### src/rtl/bpred_update.sv
// Resolve-side bimodal updater: counter table, update queue,
// two-stage read-modify-write pipe, BTB write port, mispredict count.
module bpred_update #(
  parameter int BIM_IDX_W  = 9,
  parameter int BTB_ADDR_W = 8,
  parameter int BTB_WORD_W = 32,
  parameter int Q_DEPTH    = 4,
  parameter int CNT_W      = 16
) (
  input  logic                  clk,
  input  logic                  rst_n,
  input  logic [31:0]           lu_pc,
  output logic                  lu_taken,
  input  logic                  up_valid,
  output logic                  up_ready,
  input  logic [31:0]           up_pc,
  input  logic                  up_taken,
  input  logic                  up_pred,
  input  logic [31:0]           up_target,
  output logic                  btb_wren,
  output logic [BTB_ADDR_W-1:0] btb_waddr,
  output logic [BTB_WORD_W-1:0] btb_wdata,
  output logic                  init_done,
  output logic [CNT_W-1:0]      mispredict_cnt
);

  localparam int QP_W  = $clog2(Q_DEPTH);
  localparam int BIM_N = 1 << BIM_IDX_W;
  localparam logic [QP_W:0] Q_FULL =
    (QP_W+1)'(Q_DEPTH);
  localparam logic [CNT_W-1:0] MIS_MAX =
    {CNT_W{1'b1}};

  typedef enum logic {
    S_INIT,
    S_RUN
  } state_t;

  state_t state_q;
  state_t state_d;

  logic [BIM_IDX_W-1:0] sweep_q;
  logic [1:0]           tbl [BIM_N];

  logic [BIM_IDX_W-1:0]  q_bidx  [Q_DEPTH];
  logic [BTB_ADDR_W-1:0] q_baddr [Q_DEPTH];
  logic [29:0]           q_tgt   [Q_DEPTH];
  logic                  q_taken [Q_DEPTH];
  logic                  q_pred  [Q_DEPTH];

  logic [QP_W-1:0] wr_ptr;
  logic [QP_W-1:0] rd_ptr;
  logic [QP_W:0]   q_cnt;
  logic            full;
  logic            empty;
  logic            push;
  logic            pop;

  logic [BIM_IDX_W-1:0] u1_idx;
  logic [1:0]           u1_cnt;

  logic                 u2_valid;
  logic [BIM_IDX_W-1:0] u2_idx;
  logic [1:0]           u2_cnt;
  logic                 u2_taken;
  logic                 u2_pred;
  logic [1:0]           u2_new;

  logic [CNT_W-1:0] mis_q;
  logic             unused_bits;

  assign unused_bits = ^{lu_pc, up_pc, up_target[1:0]};

  assign init_done      = (state_q == S_RUN);
  assign full           = (q_cnt == Q_FULL);
  assign empty          = (q_cnt == '0);
  assign up_ready       = init_done && !full;
  assign push           = up_valid && up_ready;
  assign pop            = !empty;
  assign mispredict_cnt = mis_q;

  // Sweep finishes after the last table entry is written.
  always_comb begin
    state_d = state_q;
    if (state_q == S_INIT && sweep_q == '1) begin
      state_d = S_RUN;
    end
  end

  // FSM state and sweep index.
  always_ff @(posedge clk or negedge rst_n) begin
    if (!rst_n) begin
      state_q <= S_INIT;
      sweep_q <= '0;
    end else begin
      state_q <= state_d;
      if (state_q == S_INIT) begin
        sweep_q <= sweep_q + 1'b1;
      end
    end
  end

  // Counter table: sweep initialisation, then U2 writes.
  always_ff @(posedge clk) begin
    if (state_q == S_INIT) begin
      tbl[sweep_q] <= 2'b01;
    end else if (u2_valid) begin
      tbl[u2_idx] <= u2_new;
    end
  end

  // Registered lookup; sees the table before this cycle's write.
  always_ff @(posedge clk or negedge rst_n) begin
    if (!rst_n) begin
      lu_taken <= 1'b0;
    end else if (state_q == S_RUN) begin
      lu_taken <= tbl[lu_pc[BIM_IDX_W+1:2]][1];
    end else begin
      lu_taken <= 1'b0;
    end
  end

  // Queue storage; only the fields the pipe needs are kept.
  always_ff @(posedge clk) begin
    if (push) begin
      q_bidx[wr_ptr]  <= up_pc[BIM_IDX_W+1:2];
      q_baddr[wr_ptr] <= up_pc[BTB_ADDR_W+1:2];
      q_tgt[wr_ptr]   <= up_target[31:2];
      q_taken[wr_ptr] <= up_taken;
      q_pred[wr_ptr]  <= up_pred;
    end
  end

  // Queue pointers and occupancy.
  always_ff @(posedge clk or negedge rst_n) begin
    if (!rst_n) begin
      wr_ptr <= '0;
      rd_ptr <= '0;
      q_cnt  <= '0;
    end else begin
      if (push) wr_ptr <= wr_ptr + 1'b1;
      if (pop)  rd_ptr <= rd_ptr + 1'b1;
      unique case ({push, pop})
        2'b10:   q_cnt <= q_cnt + 1'b1;
        2'b01:   q_cnt <= q_cnt - 1'b1;
        default: q_cnt <= q_cnt;
      endcase
    end
  end

  // U1 read with bypass of the value U2 is writing.
  always_comb begin
    u1_idx = q_bidx[rd_ptr];
    u1_cnt = tbl[u1_idx];
    if (u2_valid && u2_idx == u1_idx) begin
      u1_cnt = u2_new;
    end
  end

  // U2 saturating counter step.
  always_comb begin
    u2_new = u2_cnt;
    if (u2_taken) begin
      if (u2_cnt != 2'b11) u2_new = u2_cnt + 2'b01;
    end else begin
      if (u2_cnt != 2'b00) u2_new = u2_cnt - 2'b01;
    end
  end

  // U1 -> U2 register plus BTB write port for the U2 cycle.
  always_ff @(posedge clk or negedge rst_n) begin
    if (!rst_n) begin
      u2_valid  <= 1'b0;
      u2_idx    <= '0;
      u2_cnt    <= '0;
      u2_taken  <= 1'b0;
      u2_pred   <= 1'b0;
      btb_wren  <= 1'b0;
      btb_waddr <= '0;
      btb_wdata <= '0;
    end else begin
      u2_valid <= pop;
      btb_wren <= pop && q_taken[rd_ptr];
      if (pop) begin
        u2_idx   <= u1_idx;
        u2_cnt   <= u1_cnt;
        u2_taken <= q_taken[rd_ptr];
        u2_pred  <= q_pred[rd_ptr];
      end
      if (pop && q_taken[rd_ptr]) begin
        btb_waddr <= q_baddr[rd_ptr];
        btb_wdata <=
          BTB_WORD_W'({2'b00, q_tgt[rd_ptr]});
      end
    end
  end

  // Saturating mispredict counter, bumped as U2 retires.
  always_ff @(posedge clk or negedge rst_n) begin
    if (!rst_n) begin
      mis_q <= '0;
    end else if (u2_valid && u2_taken != u2_pred
                 && mis_q != MIS_MAX) begin
      mis_q <= mis_q + 1'b1;
    end
  end

endmodule

### config.mk
export PLATFORM = sky130hd
export DESIGN_NAME = bpred_update
export DESIGN_NICKNAME = d
export VERILOG_FILES = /design/src/rtl/bpred_update.sv
export SDC_FILE = /design/constraint.sdc
export NUM_CORES = 2
export LEC_CHECK = 0
export ABC_AREA = 1
export BUFFER_PORTS_ARGS = -buffer_cell sky130_fd_sc_hd__buf_2
export CAP_MARGIN = 20
export CORE_ASPECT_RATIO = 1.4
export CORE_MARGIN = 2
export CORE_UTILIZATION = 60
export CTS_CLUSTER_DIAMETER = 50
export DETAILED_ROUTE_END_ITERATION = 16
export PLACE_DENSITY = 0.77
export SYNTH_ARGS = -nofsm -noshare
export SYNTH_HDL_FRONTEND = slang
export SYNTH_SLANG_ARGS = --single-unit
### constraint.sdc
create_clock -name clk -period 35.2 [get_ports clk]
set_input_delay 3.52 -clock clk [delete_from_list [all_inputs] [get_ports clk]]
set_output_delay 3.52 -clock clk [all_outputs]
set_load 0.03 [all_outputs]
==> out/metrics.cfg <==
[run_status]
status=complete, no violations

[timing]
max_clock_freq_mhz=157.2
final_max_slew_viol_count=0
whs_ps=487.2
maxSlewHeadroom=0.2441
fin_ws_ps=28840
period_needed_ps=6361
fin_setup_tns_ps=0
grt_setup_unrepaired=no
fin_crit_sh=0.1807
finalSetupViolations=0
finalClockSkew_ps=22.52
hold_viol_final=0
worstMarginPinSlew_ps=1134

[setup_path]
worstSetupPathType=register to register
cp.required_ps=35860
critPathMaxFanout=105
crit_arrival_ps=7020
cp-start-kind=register
cp-end-kind=register

[clock_network]
clockBufferDepth=3
htree_num_levels=3
cts_tree=built
numClockSinks=1275
path_clk_slew_ps=70
cts_buffers=112
holdBufCountCts=0
cts_resized=0
cts-root-buf=clkbuf_16
post-cts-setup-buffers=0
clk_latency_ps=750

[place]
dpl_cell_area_mm2=0.06103
dp_worst_setup_slack_ps=28290
io_buffers=110
hpwl_mm=86.85
gp_congestion=0.8577

[logic_synthesis]
synth_area_leader_cell=edfxtp_1
ys_seq_area_frac=0.6295
synth_top_area_share=0.5933
synth_cells=6171
netlist_area_mm2=0.06013
synth_warnings=0
ys_types=39
synthTopCellsByArea=edfxtp_1, nand3_1, nand2_1
syn_area_per_cell_um2=9.744
ys_seq_elements=1275

[routing]
totalWireLength_mm=170.1
drc=0
drt_iter0_drc=6165
via_per_inst=6.348
firstDrtPassIters=6
avgRoutedWirePerCell_um=22.96
drtAntennaViolNets=0
dr_total_vias=47030

[power]
p_int_w=0.002361
p_seq_frac=0.553
power.density_mw_per_mm2=45.56
p_sw_w=0.0005946
combPwrFrac=0.021
p_sw_frac=0.2012
power.leakage_nw=24.65
ir_worst_vdd_mv=0.04612
clock_power_share=0.425

[grt]
grt_first_pass_wirelength_mm=252.9
grt_pass1_vias=45570
antenna_found_initial=4
grt_max_degree=250
grtUsageTotal=0.3261
grt-ovfl-total=0

[flow_run]
max-cap-violations=0

[die]
die_area_mm2=0.1028
die_w_um=271.6
initial_core_util=0.6048
ios=161
die_h_um=378.6
coreArea_mm2=0.09942
row_count=137

[layout]
n_antenna_cell=0
nets=6104
fin_area_mm2=0.06486
drive_gt1_frac=0.06603
area_growth_pct=7.874
final_common_cell=edfxtp_1
mostFrequentLayoutCells=edfxtp_1, nand3_1, nand2_1, nor2_1, o21ai_0

[worst_hold_path]
hold_class=register to register

## worst max-delay path, stage by stage (launching register included)
cell	delay, ps
dfrtp_1	330
buf_4	490
inv_2	40
buf_4	300
nand3_1	300
nand2_8	390
inv_6	950
buf_4	730
buf_4	740
o211ai_1	210
nand3_1	120
nand3_1	120
nand3_1	190
nand3_1	200
nand3_1	130
nand3_1	120
nand3_1	240
nand3_1	180
a21oi_1	180
## power by group through the flow
stage               combinational [W]  clock (W)  sequential [W]
CTS                         0.0000598    0.00126         0.00163
global route                0.0000666    0.00132         0.00163
floorplan                   0.0000331          0         0.00167
detailed placement          0.0000595          0         0.00167
finish                      0.0000634    0.00126         0.00163
global placement            0.0000587          0         0.00167
## routing by layer
metal / share of wire / track usage / vias to the layer above / routed length, um
met3: 0.12 / 0.07102 / 787 / 21030
met5: 0.00029 / 0 / - / 50
met4: 0.073 / 0.2284 / 8 / 12390
met1: 0.33 / 0.3766 / 22090 / 56400
li1: - / - / 20870 / -
met2: 0.47 / 0.5424 / 3270 / 80240
## flip-flops by register name, summed over array words and instances, names as in the netlist, 8 cells and up
register and cells:
q_tgt 120, u2_idx 9, sweep_q 9, mispredict_cnt 16, q_baddr 28, btb_wdata 30
btb_waddr 8, tbl 1024, q_bidx 8
## final timing paths
kind                                          startpoint                              to  slack (ps)  depth (start not counted)
worst max-delay path               rd_ptr[1]$_DFFE_PN0P_           u2_cnt[0]$_DFFE_PN0P_       28840                         18
max in group asynchronous                          rst_n       btb_wdata[10]$_DFFE_PN0P_       31750                          3
worst min register to register  btb_waddr[0]$_DFFE_PN0P_        btb_waddr[0]$_DFFE_PN0P_         490                          2
min in group asynchronous                          rst_n  mispredict_cnt[12]$_DFFE_PN0P_        2610                          1
worst max register to register     rd_ptr[1]$_DFFE_PN0P_           u2_cnt[0]$_DFFE_PN0P_       28840                         18
worst min-delay path            btb_waddr[0]$_DFFE_PN0P_        btb_waddr[0]$_DFFE_PN0P_         490                          2
## Yosys cell counts
master and n:
a211oi_1 15, nor3_1 18, and3_1 1, nand3_2 2
buf_6 2, fa_1 1, clkinv_1 2, a31oi_1 31
nand3b_1 94, inv_1 495, o22ai_1 27, ha_1 8
o31ai_1 1, o311ai_0 2, o21ai_1 63, o21ai_0 496
buf_2 218, clkbuf_1 200, o211ai_1 133, nand3_1 946
buf_1 45, conb_1 1, nand2_2 2, mux2_2 1
nand2_1 958, xnor2_1 12, a21oi_1 218, edfxtp_1 1188
nor3b_1 1, nor2_1 854, nand4_1 1, a221o_1 2
buf_4 13, inv_2 5, dfrtp_1 87, a221oi_1 2
or2_2 1, xor2_1 20, nor4_1 5
## cell families after synthesis
| kind of cell | after synthesis | share of synthesized area |
|---|---|---|
| fa+ha+maj | 9 | 0.001998 |
| mux | 1 | 0.0001873 |
| flops | 1275 | 0.6295 |
| buf+inv | 980 | 0.06677 |
| compound gates | 990 | 0.09023 |
| simple gates | 2883 | 0.2066 |
| other cells | 1 | 0.00006237 |
| xor+xnor | 32 | 0.004661 |
## cell type report
type | count | area (um^2)
fillers | 7581 | 34560
inverters | 502 | 1899
multi-input cells | 3917 | 18420
clock buffers | 152 | 3168
clock inverters | 56 | 593.1
well taps | 1320 | 1652
repair buffers | 186 | 1280
flip-flops and latches | 1275 | 37850
## metrics by stage
step	util	power [W]	instances
3_3_place_gp	0.6138	0.001726	7197
2_1_floorplan	-	0.001700	6172
4_1_cts	0.6517	0.002951	7405
6_report	0.6524	0.002955	7408
3_5_place_dp	0.6138	0.001727	7197
5_1_grt	0.6524	0.003015	7408
No activity file was read; power rests on OpenSTA's default activity.
